<file path="src/rtl/dff_output_monitor.sv">
// -----------------------------------------------------------------------------
// dff_output_monitor
//
// Watches the complementary q/qbar outputs of an upstream D flip-flop stage.
// Produces registered rise/fall pulses, a saturating toggle count, a sticky
// complement-violation flag, and a stuck indication when q has not toggled
// within a programmable number of cycles.
//
// Optional feature macro: DFF_MON_HIST_EN
//   When defined, adds the output port 'hist', a HIST_D-deep shift register
//   of the synchronised q sample that advances on every TRACK cycle.
//
// Parameters
//   CNT_W    width of toggle_cnt (saturates at all-ones)
//   STUCK_W  width of the idle-cycle counter and of stuck_limit
//   HIST_D   depth of the sample history (DFF_MON_HIST_EN only), >= 2
//
// Ports
//   clk          in   clock, all logic on the rising edge
//   rst_n        in   synchronous reset, active low
//   en           in   monitor enable
//   q_in         in   q output of the DFF stage
//   qbar_in      in   qbar output of the DFF stage
//   stuck_limit  in   idle cycles before stuck is declared, 0 = disabled
//   clr_err      in   clears comp_err and leaves FAULT
//   rise_pulse   out  one-cycle pulse per detected 0->1 on q
//   fall_pulse   out  one-cycle pulse per detected 1->0 on q
//   toggle_cnt   out  saturating count of detected edges
//   stuck        out  no edge seen for stuck_limit TRACK cycles
//   comp_err     out  sticky q==qbar violation
//   mon_state    out  IDLE=0, ARMED=1, TRACK=2, FAULT=3
//   hist         out  sample history (DFF_MON_HIST_EN only)
// -----------------------------------------------------------------------------
module dff_output_monitor #(
  parameter int unsigned CNT_W   = 8,
  parameter int unsigned STUCK_W = 16,
  parameter int unsigned HIST_D  = 8
) (
  input  logic               clk,
  input  logic               rst_n,
  input  logic               en,
  input  logic               q_in,
  input  logic               qbar_in,
  input  logic [STUCK_W-1:0] stuck_limit,
  input  logic               clr_err,
  output logic               rise_pulse,
  output logic               fall_pulse,
  output logic [CNT_W-1:0]   toggle_cnt,
  output logic               stuck,
  output logic               comp_err,
  output logic [1:0]         mon_state
`ifdef DFF_MON_HIST_EN
  ,
  output logic [HIST_D-1:0]  hist
`endif
);

  if (CNT_W < 1 || STUCK_W < 1 || HIST_D < 2) begin : g_bad_params
    $error("dff_output_monitor: CNT_W and STUCK_W must be >= 1, HIST_D >= 2");
  end

  typedef enum logic [1:0] {
    ST_IDLE  = 2'd0,
    ST_ARMED = 2'd1,
    ST_TRACK = 2'd2,
    ST_FAULT = 2'd3
  } state_t;

  localparam logic [CNT_W-1:0]   CNT_ONE  = CNT_W'(1);
  localparam logic [STUCK_W-1:0] IDLE_ONE = STUCK_W'(1);

  // ---------------------------------------------------------------------------
  // Registers
  // ---------------------------------------------------------------------------
  state_t             r_state;
  logic               r_q_s;
  logic               r_qbar_s;
  logic               r_q_p;
  logic               r_rise;
  logic               r_fall;
  logic [CNT_W-1:0]   r_toggle_cnt;
  logic [STUCK_W-1:0] r_idle_cnt;
  logic               r_stuck;
  logic               r_comp_err;

  // ---------------------------------------------------------------------------
  // Combinational signals
  // ---------------------------------------------------------------------------
  state_t             w_state_nxt;
  logic               w_edge;
  logic               w_viol;
  logic               w_viol_chk;
  logic [CNT_W-1:0]   w_toggle_inc;
  logic [STUCK_W-1:0] w_idle_inc;
  logic               w_stuck_hit;
  logic               w_rise_nxt;
  logic               w_fall_nxt;
  logic [CNT_W-1:0]   w_toggle_nxt;
  logic [STUCK_W-1:0] w_idle_nxt;
  logic               w_stuck_nxt;
  logic               w_comp_nxt;

  // Edge and complement checks both work on the synchronised samples, so the
  // reported edge is the one between the last two sampled q values.
  assign w_edge     = r_q_s ^ r_q_p;
  assign w_viol     = ~(r_q_s ^ r_qbar_s);
  // The complement check is live in every state except IDLE. In FAULT it only
  // matters for blocking a clear that coincides with a fresh violation.
  assign w_viol_chk = w_viol && (r_state != ST_IDLE);

  assign w_toggle_inc = (r_toggle_cnt == '1) ? r_toggle_cnt : r_toggle_cnt + CNT_ONE;
  assign w_idle_inc   = (r_idle_cnt == '1)   ? r_idle_cnt   : r_idle_cnt + IDLE_ONE;
  // Compared against the post-increment count so stuck is visible in the
  // same cycle that idle_cnt reaches the limit.
  assign w_stuck_hit  = (stuck_limit != '0) && (w_idle_inc >= stuck_limit);

  // ---------------------------------------------------------------------------
  // FSM: state register
  // ---------------------------------------------------------------------------
  always_ff @(posedge clk) begin
    if (!rst_n) begin
      r_state <= ST_IDLE;
    end else begin
      r_state <= w_state_nxt;
    end
  end

  // ---------------------------------------------------------------------------
  // FSM: next-state logic
  // ---------------------------------------------------------------------------
  always_comb begin
    w_state_nxt = r_state;
    case (r_state)
      ST_IDLE: begin
        if (en) begin
          w_state_nxt = ST_ARMED;
        end
      end
      ST_ARMED: begin
        if (w_viol_chk) begin
          w_state_nxt = ST_FAULT;
        end else if (!en) begin
          w_state_nxt = ST_IDLE;
        end else begin
          w_state_nxt = ST_TRACK;
        end
      end
      ST_TRACK: begin
        if (w_viol_chk) begin
          w_state_nxt = ST_FAULT;
        end else if (!en) begin
          w_state_nxt = ST_IDLE;
        end
      end
      ST_FAULT: begin
        // A clear arriving together with a new violation is ignored.
        if (clr_err && !w_viol_chk) begin
          w_state_nxt = en ? ST_ARMED : ST_IDLE;
        end
      end
      default: begin
        w_state_nxt = ST_IDLE;
      end
    endcase
  end

  // ---------------------------------------------------------------------------
  // FSM: output / datapath next values
  // ---------------------------------------------------------------------------
  always_comb begin
    w_rise_nxt   = 1'b0;
    w_fall_nxt   = 1'b0;
    w_toggle_nxt = r_toggle_cnt;
    w_idle_nxt   = r_idle_cnt;
    w_stuck_nxt  = r_stuck;
    w_comp_nxt   = r_comp_err;

    case (r_state)
      ST_IDLE, ST_ARMED: begin
        // ARMED only takes the reference sample; any apparent edge is dropped.
        w_idle_nxt  = '0;
        w_stuck_nxt = 1'b0;
      end
      ST_TRACK: begin
        if (!w_viol_chk) begin
          if (!en) begin
            w_idle_nxt  = '0;
            w_stuck_nxt = 1'b0;
          end else if (w_edge) begin
            // An edge always beats the stuck limit being reached.
            w_rise_nxt   = r_q_s;
            w_fall_nxt   = ~r_q_s;
            w_toggle_nxt = w_toggle_inc;
            w_idle_nxt   = '0;
            w_stuck_nxt  = 1'b0;
          end else begin
            w_idle_nxt  = w_idle_inc;
            w_stuck_nxt = w_stuck_hit;
          end
        end
      end
      default: begin
        // FAULT: pulses stay low, counters and stuck hold.
      end
    endcase

    // Set dominates clear for the sticky error.
    if (w_viol_chk) begin
      w_comp_nxt = 1'b1;
    end else if (clr_err) begin
      w_comp_nxt = 1'b0;
    end
  end

  // ---------------------------------------------------------------------------
  // Sampling and datapath registers
  // ---------------------------------------------------------------------------
  always_ff @(posedge clk) begin
    if (!rst_n) begin
      r_q_s        <= 1'b0;
      r_qbar_s     <= 1'b1;
      r_q_p        <= 1'b0;
      r_rise       <= 1'b0;
      r_fall       <= 1'b0;
      r_toggle_cnt <= '0;
      r_idle_cnt   <= '0;
      r_stuck      <= 1'b0;
      r_comp_err   <= 1'b0;
    end else begin
      r_q_s        <= q_in;
      r_qbar_s     <= qbar_in;
      r_q_p        <= r_q_s;
      r_rise       <= w_rise_nxt;
      r_fall       <= w_fall_nxt;
      r_toggle_cnt <= w_toggle_nxt;
      r_idle_cnt   <= w_idle_nxt;
      r_stuck      <= w_stuck_nxt;
      r_comp_err   <= w_comp_nxt;
    end
  end

`ifdef DFF_MON_HIST_EN
  logic [HIST_D-1:0] r_hist;

  always_ff @(posedge clk) begin
    if (!rst_n) begin
      r_hist <= '0;
    end else if (r_state == ST_TRACK) begin
      r_hist <= {r_hist[HIST_D-2:0], r_q_s};
    end
  end

  assign hist = r_hist;
`endif

  assign rise_pulse = r_rise;
  assign fall_pulse = r_fall;
  assign toggle_cnt = r_toggle_cnt;
  assign stuck      = r_stuck;
  assign comp_err   = r_comp_err;
  assign mon_state  = r_state;

endmodule

</file>
<file path="config.mk">
export PLATFORM = sky130hd
export DESIGN_NAME = dff_output_monitor
export DESIGN_NICKNAME = d
export VERILOG_FILES = /design/src/rtl/dff_output_monitor.sv
export SDC_FILE = /design/constraint.sdc
export NUM_CORES = 1
export LEC_CHECK = 0
export ABC_AREA = 0
export BUFFER_PORTS_ARGS = -buffer_cell sky130_fd_sc_hd__buf_2
export CAP_MARGIN = 20
export CORE_MARGIN = 4
export CORE_UTILIZATION = 40
export DETAILED_ROUTE_END_ITERATION = 8
export MAX_ROUTING_LAYER = met4
export SKIP_CTS_REPAIR_TIMING = 1
export SYNTH_ARGS = -nofsm -noshare
export SYNTH_HDL_FRONTEND = slang
export SYNTH_SLANG_ARGS = --single-unit
</file>
<file path="constraint.sdc">
create_clock -name clk -period 3.9 [get_ports clk]
set_input_delay 0.39 -clock clk [delete_from_list [all_inputs] [get_ports clk]]
set_output_delay 0.39 -clock clk [all_outputs]
set_load 0.01 [all_outputs]
</file>
## Yosys cells after proc, flatten, opt, wreduce, memory -nomap -nowiden

Cells that the tools add are included.

| word-level totals | value |
|---|---|
| bits in registers | 33 |
| logic and storage cells | 65 |

| cells by class | value |
|---|---|
| add/subtract/negate cells | 2 |
| order comparisons | 1 |
| eq/ne operators | 9 |
| muxes and demuxes | 19 |
| bitwise logic cells | 10 |
| reductions and logical operators | 14 |

Operator list:

| cell | number |
|---|---|
| two-way mux 16 bit | 4 |
| one-hot mux 16 bit (2 select lines) | 1 |
| adder 16 x 1 -> 16 bit, second input constant | 1 |
| == test 16 bit, second input constant | 1 |
| >= comparator 16 bit | 1 |
| nonzero test 16 bit | 1 |
| two-way mux 2 bit | 6 |
| adder 8 x 1 -> 8 bit, second input constant | 1 |
| == test 8 bit, second input constant | 1 |
| NOT 1 bit | 8 |
| one-hot mux 2 bit (4 select lines) | 1 |
| two-way mux 1 bit | 6 |
| != test 2 bit, second input constant | 3 |
| nonzero test 2 bit | 3 |
| AND reduction 5 bit | 1 |
| OR reduction 5 bit | 1 |
| == test 2 bit, second input constant | 2 |
| logical AND 1 bit | 3 |
| != test 3 bit, second input constant | 1 |
| AND reduction 3 bit | 1 |
| == test 2 x 1 -> 1 bit, second input constant | 1 |
| logical NOT 2 bit | 1 |
| one-hot mux 1 bit (2 select lines) | 1 |
| AND reduction 2 bit | 1 |
| other kinds (3) | 4 |

## Depth between registers and ports, before layout

Gate-level depths: netlist (run 1).

| depth | value |
|---|---|
| depth after elaboration | 8 |
| depth in mapped cells | 12 |
| depth with buffers taken out | 11 |

## Worst setup path before layout (run 1)

No wires, ideal clock.

| timing | value |
|---|---|
| kind | register to register |
| start | reg r_idle_cnt[2] |
| end | reg r_stuck (netlist: stuck) |
| setup time | 0.074 ns |
| arrival time | 2.760 ns |
| slack | 1.066 ns |
| stages on the path, launching flop included | 13 |
| buffers on the path | 1 |
| cells stage by stage | dfxtp_1 > buf_2 > nand4_1 > nor4_1 > nand4_1 > xnor2_1 > nand2_1 > ha_1 > nand4_1 > or3_1 > a2111oi_0 > nor3_1 > o21ai_0 |

| between the ends | value |
|---|---|
| longest elaborated chain between the ends | 8 |

Ends and longest elaborated chain:

| element | RTL line | text |
|---|---|---|
| start, declared | 82 | `logic [STUCK_W-1:0] r_idle_cnt;` |
| start signal, assigned | 236 | `r_idle_cnt <= w_idle_nxt;` |
| adder 16 x 1 -> 16 bit or == test 16 bit (tied branches) | 112 | `assign w_idle_inc = (r_idle_cnt == '1) ? r_idle_cnt : r_idle_cnt + IDLE_ONE;` |
| two-way mux 16 bit * | 112 |  |
| >= comparator 16 bit * | 115 | `assign w_stuck_hit = (stuck_limit != '0) && (w_idle_inc >= stuck_limit);` |
| logical AND 1 bit * | 115 |  |
| two-way mux 1 bit * | 189 | `end else if (w_edge) begin` |
| two-way mux 1 bit * | 186 | `if (!en) begin` |
| two-way mux 1 bit * | 185 | `if (!w_viol_chk) begin` |
| one-hot mux 1 bit (2 select lines) * | 178 | `case (r_state)` |
| end signal, assigned | 237 | `r_stuck <= w_stuck_nxt;` |
| end, declared | 83 | `logic r_stuck;` |

Mark *: on every way between the ends. The rest lies on a longest branch, timed or not. The select of a mux whose other input is x is not followed.
A chain may end at the register's enable or synchronous reset.

## Worst setup path in the final report (run 1)

Same ends and word-level chain as after synthesis.

==> metrics.cfg, run 1 <==
[timing]
finalSetupTns_ps = 0
finalSetupViolCount = 0
fmax_mhz = 306.9
post-route-period-util = 0.8355
final.min_clock_period_ps = 3258
hold_violations = 0
tightest_slew_ps = 578.3
worst_slack_ps = 641.7
slew_headroom = 0.6090
rsz0062_at_grt = false
finClkSkew_ps = 9.356
drv_slew = 0

[floorplanning]
num_rows = 26
start_util = 0.4255
ios = 36
core_mm2 = 0.005270
die_x_um = 82.87
dieHeight_um = 82.87
die_area_mm2 = 0.006867

[critical_path]
cp_cell_sequence = nand4_1, nor4_1, nand4_1, xnor2_1, nand2_1, ha_1, nand4_1, or3_1, a2111oi_0, nor3_1, o21ai_0
worst-path-max-fanout = 8
cp_data_arrival_time_ps = 3470
cp_slowest_cell = nor4_1
cp_slowest_stage_delay_ps = 600
path_class = reg -> reg
worst_setup_path_start_kind = flip-flop
ff2ff_path_depth = 11
critPathTopFamily = simple AND/OR/NAND/NOR gates
cp.required_ps = 4110
cpMostUsedCell = nand4_1
path_buf_inv = 0
critPathCaptureType = flip-flop
crit_cells = 11

[synthesis]
ys_ff_latch = 33
async_reset_ff_frac = 0
avgSynthCellArea_um2 = 7.758
synthesis.area_mm2 = 0.002242
yosysTopAreaCell = dfxtp_1
synth_cell_types = 50
synth_top_area_share = 0.2946
yosysSeqAreaShare = 0.2946
synth_area_leaders = dfxtp_1, ha_1, a21oi_1
synth_edf_count = 0
synthCells = 289
syn-num-nets = 329
synth_ff_type = dfxtp_1
synth_warnings = 0

[clock_tree]
clock-root-buffer = clkbuf_8
clock_latency_ps = 290
cts_buffers = 5
cts_tree = done
h-tree-depth = 2
clock_sinks = 33
cts.clk_slew.worst_paths_ps = 70
clockBufferDepth = 2

[power_and_ir_drop]
power_density_mw_per_mm2 = 286.9
max-vdd-ir-drop_mv = 0.2786
p_leak_nw = 1.050
p_total_w = 0.0007412

[layout]
layout.nets = 362
layout.cells.most_common = buf_2
drive_gt1_frac = 0.1703
num_antenna_cells = 0
syn2layout_area_growth_pct = 15.23
fin_util = 0.4903
design_area_mm2 = 0.002584
final_cell_mix = buf_2, dfxtp_1, nand2_1

[place]
routabilityCongestion = 0.8421
dp_slack_ps = 646.8
place_area_mm2 = 0.002467
io_buffers = 35
dp_hpwl_um = 3962

[detailed_routing]
vias = 2111
drc = 0
wl_per_cell_um = 13.05
route.detailed.vias_per_inst = 5.372
dr.pass1.iters = 4
drt_iter0_markers = 114
routed_wl_um = 5130
antenna_left = 0

[global_route]
grt_pass1_vias = 1843
grt_pass1_wl_um = 8556
grtUsageTotal = 0.1519
grt_max_degree = 26
antenna_found_initial = 0
grt-ovfl-total = 0

[status]
outcome = complete, no violations

[worst_hold_path]
min_path_type = in -> reg
worstHoldPathCells = 2

[flow_run]
max-cap-violations = 0

-- stage by stage --
stage / std cells / hold slack, ps
6_report: 393 / 280.4
5_1_grt: 393 / 289.2
4_1_cts: 393 / 275.1
3_5_place_dp: 385 / 454.5
3_3_place_gp: 385 / 460.2
2_1_floorplan: 289 / 469.9
-- final timing paths --
| path | slack [ps] | end | from |
|---|---|---|---|
| max | 640 | stuck$_SDFFE_PN0P_ | r_idle_cnt[2]$_SDFFE_PN0P_ |
| max reg2reg | 640 | stuck$_SDFFE_PN0P_ | r_idle_cnt[2]$_SDFFE_PN0P_ |
| min reg2reg | 470 | comp_err$_SDFFE_PN0P_ | comp_err$_SDFFE_PN0P_ |
| min | 280 | r_qbar_s$_SDFF_PN1_ | qbar_in |
-- state kept, by name (all words and copies together) (netlist names) --
signal,count
r_idle_cnt,16
toggle_cnt,8
mon_state,2
comp_err,1
fall_pulse,1
r_q_p,1
r_q_s,1
r_qbar_s,1
rise_pulse,1
stuck,1
-- cell type report --
type                            count  area [µm²]
Fill cell                         560        2686
Multi-Input combinational cell    219        1431
Sequential cell                    33       660.6
Timing Repair Buffer               37       190.2
Inverter                           26       97.59
Tap cell                           70       87.58
Clock buffer                        7       86.33
Clock inverter                      1       30.03
-- worst register-to-register path, stage by stage (launching register included) --
cell and delay, ps:
dfxtp_1 460, nand4_1 250, nor4_1 600, nand4_1 240
xnor2_1 180, nand2_1 70, ha_1 310, nand4_1 130
or3_1 420, a2111oi_0 310, nor3_1 80, o21ai_0 140
-- layer usage --
metal  GRT usage  vias up  share of wire
met5           -        -              0
met4     0.04903        0          0.014
met3     0.03663        5          0.053
met2      0.2281       44           0.43
met1      0.2005      959           0.50
li1            -     1103              -
-- power breakdown --
part / leakage (nW) / switching [W] / internal (W)
sequential: 0.267 / 0.00000710 / 0.000342
combinational: 0.725 / 0.0000327 / 0.0000260
clock: 0.0585 / 0.000125 / 0.000208
total: 1.05 / 0.000165 / 0.000576
-- logic make-up (layout without fill, tap and decap cells) --
family | Yosys count | after routing | share of synthesized area
AO/OA/AOI/OAI | 72 | 72 | 0.2003
XOR/XNOR | 16 | 16 | 0.06250
adder cells (fa/ha/maj) | 18 | 18 | 0.1004
buffers and inverters | 37 | 71 | 0.06696
flip-flops | 33 | 33 | 0.2946
multiplexers | 3 | 3 | 0.01451
AND/OR/NAND/NOR | 110 | 110 | 0.2606
-- Yosys cell counts (2+ instances only) --
cell type and number:
ha_1 18, nor3_1 7, clkbuf_1 3, inv_1 26, or3_1 5, dfxtp_1 33
a2111oi_0 2, nand2b_1 5, mux2_2 2, a21oi_1 28, and4_1 3, nand3b_1 3
xnor2_1 8, xor2_1 8, nand3_1 9, and2_1 4, nor2_1 17, o21ai_0 12
o21a_1 3, nor4_1 6, o22ai_1 4, or4_1 2, or2_2 2, o31ai_1 2
a31oi_1 9, nand4_1 10, nand2_1 31, buf_2 5
No activity file was read; power rests on OpenSTA's default activity.
==> run 2, diff against run 1 <==
--- a/config.mk
+++ b/config.mk
@@ -5,7 +5,7 @@
 export SDC_FILE = /design/constraint.sdc
 export NUM_CORES = 1
 export LEC_CHECK = 0
-export ABC_AREA = 0
+export ABC_AREA = 1
 export BUFFER_PORTS_ARGS = -buffer_cell sky130_fd_sc_hd__buf_2
 export CAP_MARGIN = 20
 export CORE_MARGIN = 4
==> constraint.sdc (replaced) <==
create_clock -name clk -period 2.8 [get_ports clk]
set_input_delay 0.28 -clock clk [delete_from_list [all_inputs] [get_ports clk]]
set_output_delay 0.28 -clock clk [all_outputs]
set_load 0.01 [all_outputs]
==> metrics.cfg, run 2 <==
[timing]
fmax_mhz = 420.3  ; +37%
final.min_clock_period_ps = 2379  ; -878.8 ps
finClkSkew_ps = 9.058  ; -0.2974 ps
tightest_slew_ps = 535.9  ; -42.42 ps
finalSetupViolCount = 0  ; unchanged
post-route-period-util = 0.8498  ; +0.01435
slew_headroom = 0.6405  ; +0.03151
finalSetupTns_ps = 0  ; unchanged
drv_slew = 0  ; unchanged
rsz0062_at_grt = false
hold_violations = 0  ; unchanged

[clock_tree]
clock_sinks = 33  ; unchanged
cts.clk_slew.worst_paths_ps = 70  ; about the same
clockBufferDepth = 2  ; unchanged
cts_buffers = 5  ; unchanged
clock-root-buffer = clkbuf_8
cts_tree = done
h-tree-depth = 2  ; unchanged
clock_latency_ps = 280  ; about the same

[layout]
design_area_mm2 = 0.002684  ; +3.9%
largest_reg_flops = 16  ; unchanged
drive_gt1_frac = 0.2260  ; +0.05570
layout.cells.most_common = nand2_1
final_cell_mix = nand2_1, inv_1, buf_2
largest-register = r_idle_cnt
syn2layout_area_growth_pct = 13.31
num_antenna_cells = 0  ; unchanged
layout.nets = 424  ; +17%

[critical_path]
worst-path-max-fanout = 12  ; +4
path_class = reg -> reg
worst_setup_path_start_kind = flip-flop
cp.required_ps = 2970  ; -1140 ps
critPathCaptureType = flip-flop
reg2reg_from = r_idle_cnt[0]$_SDFFE_PN0P_
startpoint = r_idle_cnt[0]$_SDFFE_PN0P_
cp_data_arrival_time_ps = 2550  ; -920 ps

[synthesis]
synth_top_area_share = 0.2789  ; -0.01572
post-synth-top-count-cell = nand2_1
avgSynthCellArea_um2 = 6.826  ; -12%
synthCells = 347  ; +20%
async_reset_ff_frac = 0  ; unchanged
yosysSeqAreaShare = 0.2789  ; -0.01572
synth_ff_type = dfxtp_1
yosysTopAreaCell = dfxtp_1
ys_ff_latch = 33  ; unchanged
synth_cell_types = 35  ; -30%
synth_area_leaders = dfxtp_1, nand2_1, ha_1
synth_common_cells = nand2_1, inv_1, dfxtp_1
synth_warnings = 0  ; unchanged
syn-num-nets = 387  ; +18%
synthesis.area_mm2 = 0.002369  ; +5.6%
synth_edf_count = 0  ; unchanged

[detailed_routing]
wl_per_cell_um = 11.79  ; -9.7%
route.detailed.vias_per_inst = 4.709  ; -12%
dr.pass1.iters = 4  ; unchanged
drt_iter0_markers = 91  ; -20%
vias = 2152  ; +1.9%
antenna_left = 0  ; unchanged
drc = 0  ; unchanged
routed_wl_um = 5386  ; +5.0%

[status]
outcome = complete, no violations

[floorplanning]
die_area_mm2 = 0.007217  ; +5.1%
start_util = 0.4224  ; -0.003095
ios = 36  ; unchanged
dieHeight_um = 84.95  ; +2.5%
die_x_um = 84.95  ; +2.5%
num_rows = 27  ; +3.8%
core_mm2 = 0.005608  ; +6.4%

[place]
io_buffers = 35  ; unchanged
routabilityCongestion = 0.9198  ; +9.2%
dp_hpwl_um = 4331  ; +9.3%
place_area_mm2 = 0.002601  ; +5.4%

[power_and_ir_drop]
max-vdd-ir-drop_mv = 0.2161  ; -22%
power_density_mw_per_mm2 = 346.7  ; +21%
p_total_w = 0.0009306  ; +26%
p_leak_nw = 1.316  ; +25%

[global_route]
grt_max_degree = 18  ; -31%
grt_pass1_wl_um = 9425  ; +10%
grt_pass1_vias = 2064  ; +12%
grtUsageTotal = 0.1631  ; +0.01121
antenna_found_initial = 0  ; unchanged
grt-ovfl-total = 0  ; unchanged

[worst_hold_path]
min_from = q_in
min_path_type = in -> reg

[flow_run]
max-cap-violations = 0  ; unchanged

[run 2: cell count changes after synthesis, moves of 5 or more]
cell      before  now
nand2_1       31   93
nand2_2        0   18
inv_1         26   43
nor2_1        17   30
a21oi_2        1   11
a31oi_1        9    0
a21oi_1       28   21
nand3_1        9   15
nor4_1         6    0
inv_2          0    5
nand2b_1       5    0
nand4_1       10    5
or3_1          5    0
[run 2: final cells by class]
type	count	area, µm²
Clock inverter	2	10.01
Fill cell	620	2924
Clock buffer	6	72.57
Inverter	50	187.7
Multi-Input combinational cell	258	1480
Timing Repair Buffer	36	182.7
Tap cell	72	90.09
Sequential cell	33	660.6
[run 2: cell families after synthesis]
family | share of synthesized area
AO/OA/AOI/OAI | 0.1268
adder cells (fa/ha/maj) | 0.09509
AND/OR/NAND/NOR | 0.3439
buffers and inverters | 0.09614
flip-flops | 0.2789
XOR/XNOR | 0.05916
[run 2: report_power, final]
part	switching (W)	internal, W	total (W)	leakage [nW]
clock	0.000174	0.000172	0.000346	0.0450
combinational	0.0000628	0.0000382	0.000101	1.00
sequential	0.00000676	0.000477	0.000484	0.267
[run 2: layer usage]
layer	up-vias	part of all wire	global-route usage
li1	1168	-	-
met1	955	0.50	0.2137
met2	25	0.46	0.2634
met3	4	0.029	0.03010
met4	0	0.0063	0.03165
met5	-	0	-
[run 2: path summary, 6_finish.rpt]
check | endpoint | slack [ps] | cells after the start
max reg2reg | stuck$_SDFFE_PN0P_ | 420 | 18
min | r_q_s$_SDFF_PN0_ | 190 | 3
min reg2reg | comp_err$_SDFFE_PN0P_ | 470 | 2
max | stuck$_SDFFE_PN0P_ | 420 | 18
[run 2: critical path, stage by stage (launching register included)]
cell and delay (ps):
dfxtp_1 420, ha_1 220, nand2_2 80, nor2_4 130, nand4_4 110, nor2_4 160
inv_2 160, o21ai_0 150, ha_1 290, nand2_1 70, inv_1 50, nand2_1 60
nand2_1 50, nand2_1 50, nand2_1 50, nand2_1 60, nand3_1 60, nand2_1 60
a21oi_1 50
[run 2: stage by stage]
stage               hold slack (ps)  instances  worst slack, ps  utilization
finish                        189.1        457            420.5       0.4786
global route                  183.7        457            139.3       0.4786
CTS                           181.4        457            409.1       0.4786
detailed placement            460.0        449            426.0       0.4639
global placement              461.8        449            457.9       0.4639
floorplan                     373.5        347            651.8            -
==> run 3, diff against run 2 <==
--- a/config.mk
+++ b/config.mk
@@ -5,7 +5,7 @@
 export SDC_FILE = /design/constraint.sdc
 export NUM_CORES = 1
 export LEC_CHECK = 0
-export ABC_AREA = 1
+export ABC_AREA = 0
 export BUFFER_PORTS_ARGS = -buffer_cell sky130_fd_sc_hd__buf_2
 export CAP_MARGIN = 20
 export CORE_MARGIN = 4
==> constraint.sdc (replaced) <==
create_clock -name clk -period 2.3 [get_ports clk]
set_input_delay 0.23 -clock clk [delete_from_list [all_inputs] [get_ports clk]]
set_output_delay 0.23 -clock clk [all_outputs]
set_load 0.01 [all_outputs]
==> metrics.cfg, run 3 (synthesis results as in run 1) <==
[layout]
design_area_mm2 = 0.003134  ; +17%
num_antenna_cells = 0  ; unchanged
final_cell_mix = buf_4, buf_2, nand2_1
drive_gt1_frac = 0.3429  ; +0.1169
layout.nets = 424  ; unchanged
syn2layout_area_growth_pct = 39.79
fin_util = 0.5947  ; +0.1161
largest_reg_flops = 16  ; unchanged
layout.cells.most_common = buf_4
largest-register = r_idle_cnt

[global_route]
grt_max_degree = 13  ; -5
grt_pass1_vias = 2333  ; +13%
grt-ovfl-total = 0  ; unchanged
grtUsageTotal = 0.1840  ; +0.02089
grt_pass1_wl_um = 10430  ; +11%
antenna_found_initial = 0  ; unchanged

[clock_tree]
clockBufferDepth = 2  ; unchanged
cts_buffers = 5  ; unchanged
clock_latency_ps = 290  ; about the same
cts.clk_slew.worst_paths_ps = 80  ; about the same
clock_sinks = 33  ; unchanged
clock-root-buffer = clkbuf_8
cts_tree = done
h-tree-depth = 2  ; unchanged

[critical_path]
critPathCaptureType = flip-flop
path_class = reg -> reg
cp_slowest_cell = or3_4
worst-path-max-fanout = 4  ; -8
cp_cell_sequence = buf_4, and4_4, nand3_2, nor3_2, mux2_2, ha_1, nand4_1, or3_4, a2111oi_4, nor3_1, o21ai_1
cp_data_arrival_time_ps = 2920  ; +370 ps
cp_slowest_stage_delay_ps = 430  ; about the same
critPathTopFamily = simple AND/OR/NAND/NOR gates
worst_setup_path_start_kind = flip-flop
path_buf_inv = 1  ; -1
cp.required_ps = 2530  ; -440 ps
ff2ff_setup_slack_ps = -390  ; -810 ps

[power_and_ir_drop]
switching_share = 0.2711  ; +0.009755
seqPwrFrac = 0.510  ; -0.010
pwr-share-clk = 0.391  ; +0.019
max-vdd-ir-drop_mv = 0.3243  ; +50%
p_leak_nw = 1.365  ; +3.8%
internal_power_w = 0.0008452  ; +23%
power.switching_w = 0.0003143  ; +29%
p_comb_frac = 0.099  ; -0.010
p_total_w = 0.001159  ; +25%
power_density_mw_per_mm2 = 369.9  ; +6.7%

[detailed_routing]
drt_iter0_markers = 114  ; +25%
routed_wl_um = 6045  ; +12%
route.detailed.vias_per_inst = 5.279  ; +12%
vias = 2402  ; +12%
wl_per_cell_um = 13.29  ; +13%
antenna_left = 0  ; unchanged
dr.pass1.iters = 4  ; unchanged
drc = 0  ; unchanged

[floorplanning]
dieHeight_um = 82.87  ; -2.4%
die_x_um = 82.87  ; -2.4%
ios = 36  ; unchanged
die_area_mm2 = 0.006867  ; -4.8%
num_rows = 26  ; -3.7%
core_mm2 = 0.005270  ; -6.0%
start_util = 0.4255  ; +0.003095

[timing]
slew_headroom = 0.7097  ; +0.06916
final.min_clock_period_ps = 2694  ; +314.1 ps
tightest_slew_ps = 435.5  ; -100.4 ps
drv_slew = 0  ; unchanged
rsz0062_at_grt = true
worst_slack_ps = -393.6  ; -814.1 ps
finalSetupViolCount = 1  ; +1
finClkSkew_ps = 6.042  ; -3.016 ps
fmax_mhz = 371.3  ; -12%
post-route-period-util = 1.171  ; +0.3213
hold_violations = 0  ; unchanged

[status]
outcome = complete, but fails checks
violations = setup timing

[place]
io_buffers = 35  ; unchanged
dp_hpwl_um = 4693  ; +8.4%
routabilityCongestion = 0.8883  ; -3.4%
place_area_mm2 = 0.002925  ; +12%

[worst_hold_path]
min_path_type = in -> reg

[flow_run]
max-cap-violations = 0  ; unchanged

run 3: power groups by stage:
| stage | logic, W | registers, W | clock network, W |
|---|---|---|---|
| 2_1_floorplan | 0.0000653 | 0.000601 | 0 |
| 3_3_place_gp | 0.000109 | 0.000603 | 0 |
| 3_5_place_dp | 0.000112 | 0.000604 | 0 |
| 4_1_cts | 0.000112 | 0.000591 | 0.000461 |
| 5_1_grt | 0.000131 | 0.000593 | 0.000487 |
| 6_report | 0.000115 | 0.000591 | 0.000454 |
run 3: stage by stage:
step                      hold WS, ps  cells  setup TNS, ps  setup WS (ps)
final                           116.9    455         -393.6         -393.6
after detailed placement        412.5    440         -445.0         -445.0
after floorplan                 331.5    289         -326.5         -326.5
after global placement          410.4    440         -386.9         -386.9
after CTS                       114.3    448         -470.8         -470.8
after global routing            121.7    455         -540.7         -540.7
run 3: area by class of cell:
| type | count | area, µm² |
|---|---|---|
| fill | 489 | 2136 |
| inverter | 26 | 97.59 |
| clock inverter | 3 | 22.52 |
| clock buffer | 5 | 68.82 |
| timing repair buffer | 99 | 671.9 |
| tap | 70 | 87.58 |
| sequential | 33 | 665.6 |
| multi-input combinational | 219 | 1520 |
run 3: routing by layer:
metal  share of wire  track usage  up-vias
met5               0            -        -
met3           0.053      0.03762       12
met1            0.47       0.2345     1074
met4           0.015      0.04458        0
li1                -            -     1239
met2            0.46       0.2988       77
run 3: path summary, 6_finish.rpt:
path                               from                  end  cells past startpoint
min                             qbar_in  r_qbar_s$_SDFF_PN1_                      2
min reg2reg          stuck$_SDFFE_PN0P_   stuck$_SDFFE_PN0P_                      2
max          r_idle_cnt[7]$_SDFFE_PN0P_   stuck$_SDFFE_PN0P_                     11
max reg2reg  r_idle_cnt[7]$_SDFFE_PN0P_   stuck$_SDFFE_PN0P_                     11
